[src/rtl/mips_pkg.sv]
// Shared MIPS pipeline definitions: write-back control field indices and datapath defaults.
package mips_pkg;

    localparam int unsigned DATA_W_DEF = 32;
    localparam int unsigned REG_AW_DEF = 5;

    localparam int unsigned WB_REGWRITE = 1;
    localparam int unsigned WB_MEMTOREG = 0;

    localparam logic [4:0] REG_ZERO = 5'd0;

endpackage

[src/rtl/retire_counter.sv]
// Free-running wrap-around counter of retired instructions; increments when inc is high.
module retire_counter #(
    parameter int unsigned CNT_W = 32
) (
    input  logic             clk,
    input  logic             reset,
    input  logic             inc,
    output logic [CNT_W-1:0] count
);

    logic [CNT_W-1:0] count_q, count_d;

    always_comb begin
        count_d = count_q;
        if (inc) begin
            count_d = count_q + CNT_W'(1);
        end
    end

    always_ff @(posedge clk or posedge reset) begin
        if (reset) begin
            count_q <= '0;
        end else begin
            count_q <= count_d;
        end
    end

    assign count = count_q;

endmodule

[src/rtl/mem_wb_stage.sv]
// MEM/WB pipeline register with write-back data select and EX forwarding export.
// Retired-instruction counter is built only when MEM_WB_RETIRE_CNT_EN is defined.
module mem_wb_stage
    import mips_pkg::*;
#(
    parameter int unsigned DATA_W = DATA_W_DEF,
    parameter int unsigned REG_AW = REG_AW_DEF,
    parameter int unsigned CNT_W  = 32
) (
    input  logic              clk,
    input  logic              reset,
    input  logic              stall,
    input  logic              flush,
    input  logic              in_valid,
    input  logic [DATA_W-1:0] MemOp,
    input  logic [DATA_W-1:0] ResultRType,
    input  logic [REG_AW-1:0] WriteReg,
    input  logic [1:0]        WBReg,
    output logic              RegWrite,
    output logic [REG_AW-1:0] WrAddr,
    output logic [DATA_W-1:0] WrData,
    output logic              wb_valid,
    output logic              fwd_en,
    output logic [REG_AW-1:0] fwd_reg,
    output logic [DATA_W-1:0] fwd_data,
    output logic [CNT_W-1:0]  retired_count
);

    logic              valid_q, valid_d;
    logic              regwrite_q, regwrite_d;
    logic [REG_AW-1:0] wraddr_q, wraddr_d;
    logic [DATA_W-1:0] wrdata_q, wrdata_d;
    logic              capture;

    assign capture = !flush && !stall;

    always_comb begin
        valid_d    = valid_q;
        regwrite_d = regwrite_q;
        wraddr_d   = wraddr_q;
        wrdata_d   = wrdata_q;
        if (flush) begin
            valid_d    = 1'b0;
            regwrite_d = 1'b0;
            wraddr_d   = '0;
            wrdata_d   = '0;
        end else if (!stall) begin
            valid_d    = in_valid;
            wraddr_d   = WriteReg;
            wrdata_d   = WBReg[WB_MEMTOREG] ? MemOp : ResultRType;
            // $0 is hard-wired; address and data are still captured for debug visibility.
            regwrite_d = in_valid && WBReg[WB_REGWRITE] && (WriteReg != REG_AW'(REG_ZERO));
        end
    end

    always_ff @(posedge clk or posedge reset) begin
        if (reset) begin
            valid_q    <= 1'b0;
            regwrite_q <= 1'b0;
            wraddr_q   <= '0;
            wrdata_q   <= '0;
        end else begin
            valid_q    <= valid_d;
            regwrite_q <= regwrite_d;
            wraddr_q   <= wraddr_d;
            wrdata_q   <= wrdata_d;
        end
    end

    assign wb_valid = valid_q;
    assign RegWrite = regwrite_q;
    assign WrAddr   = wraddr_q;
    assign WrData   = wrdata_q;
    assign fwd_en   = regwrite_q;
    assign fwd_reg  = wraddr_q;
    assign fwd_data = wrdata_q;

`ifdef MEM_WB_RETIRE_CNT_EN
    retire_counter #(
        .CNT_W(CNT_W)
    ) u_retire_counter (
        .clk  (clk),
        .reset(reset),
        .inc  (capture && in_valid),
        .count(retired_count)
    );
`else
    logic unused_capture;
    assign unused_capture = capture;
    assign retired_count  = '0;
`endif

endmodule

[config.mk]
export PLATFORM = sky130hd
export DESIGN_NAME = mem_wb_stage
export DESIGN_NICKNAME = d
export VERILOG_FILES = /design/src/rtl/mips_pkg.sv /design/src/rtl/retire_counter.sv /design/src/rtl/mem_wb_stage.sv
export SDC_FILE = /design/constraint.sdc
export NUM_CORES = 1
export LEC_CHECK = 0
export ABC_AREA = 0
export BUFFER_PORTS_ARGS = -buffer_cell sky130_fd_sc_hd__buf_4
export CAP_MARGIN = 20
export CORE_MARGIN = 1
export CORE_UTILIZATION = 45
export DETAILED_ROUTE_END_ITERATION = 12
export PLACE_DENSITY = 0.86
export SLEW_MARGIN = 5
export SYNTH_ARGS = -nofsm -noshare
export SYNTH_HDL_FRONTEND = slang
export SYNTH_SLANG_ARGS = --single-unit
export TNS_END_PERCENT = 100
[constraint.sdc]
create_clock -name clk -period 3 [get_ports clk]
set_input_delay 0.6 -clock clk [delete_from_list [all_inputs] [get_ports clk]]
set_output_delay 0.6 -clock clk [all_outputs]
set_load 0.1 [all_outputs]
---- Word level (Yosys, flattened, before mapping) ----
Index checks and enable logic that the tools add are counted.
storage, ports and cells
  register bits after elaboration ......... 39
  word-level logic and storage cells ...... 17
cells by class
  eq/ne operators ......................... 1
  mux-type cells .......................... 9
  reductions and logical operators ........ 3
operators by type and width
  operator                                        count
  2-to-1 mux 32 bit                               3
  2-to-1 mux 5 bit                                2
  nonzero test 5 bit                              1
  2-to-1 mux 1 bit                                4
  logical AND 1 bit                               2
  != test 2 x 1 -> 1 bit (second input constant)  1

---- Depth between registers and ports, before layout ----
  depth in word-level cells ............... 4
  gate-level depth with buffers ........... 5
  gate-level depth less buffers ........... 3

---- Least setup slack after synthesis ----
Ideal clock, no wire load.
  path kind ............................... reg-to-output
  start point ............................. register regwrite_q, in the netlist RegWrite
  end point ............................... output fwd_en
  arrival time ............................ 1.340 ns
  slack ................................... 1.060 ns
  cell stages (with the launch flop) ...... 2
  buffers on the path ..................... 1
  cell sequence ........................... dfrtp_1 > buf_4
RTL lines
  item                    RTL line            RTL
  from (decl)             mem_wb_stage.sv:30  logic regwrite_q, regwrite_d;
  from (signal assigned)  mem_wb_stage.sv:64  regwrite_q <= regwrite_d;
  to (decl)               mem_wb_stage.sv:23  output logic fwd_en,
No word-level cell between the ends.

---- Worst setup path after layout ----
  start point ............................. register wrdata_q[17], in the netlist WrData[17]
  end point ............................... output fwd_data[17]
RTL lines
  item                    RTL line            RTL
  from (decl)             mem_wb_stage.sv:32  logic [DATA_W-1:0] wrdata_q, wrdata_d;
  from (signal assigned)  mem_wb_stage.sv:66  wrdata_q <= wrdata_d;
  to (decl)               mem_wb_stage.sv:25  output logic [DATA_W-1:0] fwd_data,
No word-level cell between the ends.

==> results.md <==
Clocking
• **CTS Hold Buffers Added** 0
• **setup repair bufs after CTS** 0
• **cell at the root of the clock tree** sky130_fd_sc_hd__clkbuf_8
• **CTS tree** yes
• **H-tree depth** 2
• **deepest clock path buffer count** 2
• **clock network latency to the later pin of the worst-skew pair** 280 ps
• **Sink Count** 39
• **Num CTS Buffers** 5
• **clock-pin slew on the worst setup and hold paths** 80 ps
• **quantity of gates resized following cts** 0

Timing
• **post-route clock period utilization** 53.1%
• **final-report max-slew violation count** 0
• **# setup viols final** 0
• **final hold violation count** 0
• **Clock Skew** 0 ps
• **maximum clock rate** 627 MHz
• **RSZ-0062 raised after global routing** no
• **max_slew headroom** 56.3%
• **Fin Setup TNS** 0 ps
• **hold slack final** 253 ps
• **clock period minus worst slack** 1590 ps
• **transition time at the pin with the least slew margin** 656 ps

Routing
• **total detailed-routing wirelength** 5730 um
• **DR vias** 1911
• **count of TritonRoute iterations in the first routing pass** 4
• **via density per instance** 4.56
• **violation count after the first detailed-route iteration** 68
• **residual antenna-violating net count after detailed routing** 0
• **final routed wire length divided by cell count** 13.7 um
• **residual DRC count** 0

Synth
• **main area contributors after synthesis** sky130_fd_sc_hd__dfrtp_1, sky130_fd_sc_hd__buf_4, sky130_fd_sc_hd__mux2_4
• **predominant post-synthesis flop cell** sky130_fd_sc_hd__dfrtp_1
• **number of flops mapped to enable cells by yosys** 0
• **post-synth top area share** 36.7%
• **multiplexer share of the synthesized area** 32.1%
• **cell count after synthesis** 237
• **synthesized area** 2660 um2
• **Synth async-reset ratio** 100%
• **count leader, synth** sky130_fd_sc_hd__buf_4
• **leading area contributor after synthesis** sky130_fd_sc_hd__dfrtp_1
• **main combinational cell family by area after synthesis** multiplexers
• **flop and latch count out of synthesis** 39
• **number of different library cells in the post-synthesis netlist** 16
• **Yosys warnings** 0
• **synthesized-area fraction occupied by and/or/nand/nor cells** 6.21%
• **most numerous cell types in the synthesized netlist** sky130_fd_sc_hd__buf_4, sky130_fd_sc_hd__dfrtp_1, sky130_fd_sc_hd__nor2_1
• **Synth Area in XOR/XNOR** 0%
• **Synth Area in Compound Gates** 0.330%
• **post-synthesis average cell area** 11.2 um2
• **adder and majority cell fraction of the synthesized area** 0%
• **post-synthesis sequential area ratio** 36.7%

Setup path
• **delay contributed by the slowest stage of the critical path** 400 ps
• **data required time of the critical path** 2400 ps
• **type of the worst setup path** register to output port
• **CP endpoint kind** output port
• **cell class contributing the biggest share of worst-path delay** flip-flops
• **element type at the critical path start** register
• **Crit-path slowest cell** sky130_fd_sc_hd__dfrtp_1
• **Arr. time, crit path** 990 ps
• **count of buffering cells on the critical path with inverters included** 1
• **crit-path cells** buf_4
• **maximum fanout encountered on the critical timing path** 3

GRT
• **final global-route overflow total** 0
• **GRT Total Usage** 17.9%
• **via count of the first global-routing pass** 1805
• **initial antenna violation count** 0
• **maximum number of pins on one net before global-route repair** 41
• **global-route wire length before repair** 8700 um

Floorplan
• **Die Height** 78.9 um
• **die extent in x** 78.9 um
• **Placement Rows** 27
• **initial core utilization** 47.4%
• **core region area** 5610 um2
• **count of pins on the block boundary** 185
• **area enclosed by the die boundary** 6220 um2

Place
• **DPL Wire Length** 4240 um
• **final weighted congestion in routability-driven placement** 0.699
• **count of placed standard cells including taps** 410
• **count of buffers from port buffering** 152

Layout
• **non-filler instance count after layout** 419
• **final-layout fill cell count** 470
• **area taken by flip-flops and latches** 976 um2
• **multi-input gate area in the final layout** 1150 um2
• **fraction of final layout cells sized beyond drive strength 1** 55.9%
• **antenna cell count** 0
• **Area growth, synth to finish** 32.8%
• **utilization after layout** 62.9%
• **number of nets in the layout** 422

Pwr
• **peak supply drop** 0.314 mV
• **Static Leak** 0.00203 uW
• **Pwr Total** 2110 uW
• **Power Density** 599 nW/um2

Worst hold path
• **min-delay worst type** input pin to async pin

Flow run
• **Max-Cap Viols** 0

Status
• **result of the run** completed

## state kept, by name, indices dropped and copies added, names as in the netlist
name and count:
wb_valid 1, WrData 32, WrAddr 5, RegWrite 1
## kinds of logic (layout without fill, tap and decap cells)
logic type / count (synthesis) / after routing
compound gates: 1 / 1
buf+inv: 84 / 163
flops: 39 / 39
mux: 70 / 70
other cells: 1 / 32
simple gates: 42 / 42
## cell usage in the layout, fill, tap and decap left out, types with 2 or more instances in the layout
cell type,netlist,layout
sky130_fd_sc_hd__bufinv_16,0,2
sky130_fd_sc_hd__mux2_4,30,30
sky130_fd_sc_hd__mux2i_1,38,38
sky130_fd_sc_hd__conb_1,1,32
sky130_fd_sc_hd__clkbuf_8,0,5
sky130_fd_sc_hd__nor2_1,39,39
sky130_fd_sc_hd__dfrtp_1,39,39
sky130_fd_sc_hd__mux2_2,2,2
sky130_fd_sc_hd__buf_4,74,153
## layout make-up
| cell class | count | area share, % |
|---|---|---|
| repair buffers | 154 | 33.3 |
| multi-input cells | 145 | 32.5 |
| flip-flops and latches | 39 | 27.6 |
| well taps | 72 | 2.55 |
| clock buffers | 5 | 1.95 |
| clock inverters | 3 | 1.91 |
| inverters | 1 | 0.106 |
## through the flow
| stage | setup WS, ps | cell area, um2 |
|---|---|---|
| final | 1410 | 3530 |
| after global routing | 1360 | 3530 |
| after CTS | 1390 | 3500 |
| after detailed placement | 1140 | 3370 |
| after global placement | 1230 | 3370 |
| after floorplan | 1060 | 2770 |
## final timing paths
check	start	end	slack (ps)	cells past startpoint
min in group clk	wb_valid	wb_valid	530	2
setup / recovery	WrData[17]	fwd_data[17]	1410	1
setup reg to reg	WrData[26]	WrData[26]	2180	2
hold / removal	reset	WrData[15]	250	2
hold reg to reg	wb_valid	wb_valid	530	2
max in group asynchronous	reset	WrAddr[3]	2130	4
## worst reg2reg max path: stages (launching register included)
cell                      delay (ps)
sky130_fd_sc_hd__dfrtp_1         410
sky130_fd_sc_hd__mux2i_1         190
sky130_fd_sc_hd__nor2_1           90
## power by group
group          internal, uW  switching, uW
sequential              558           28.1
clock                   332            186
combinational           230            781
total                  1120            994
## routing by layer
layer  track usage, %  vias up  part of all wire (%)
met2             34.2      100                    55
met3             4.14       11                   8.1
met4             5.09        0                   1.5
li1                 -      892                     -
met1             19.6      908                    35
met5                0        -                     0
Note: power is estimated with default switching activity, not from simulation.
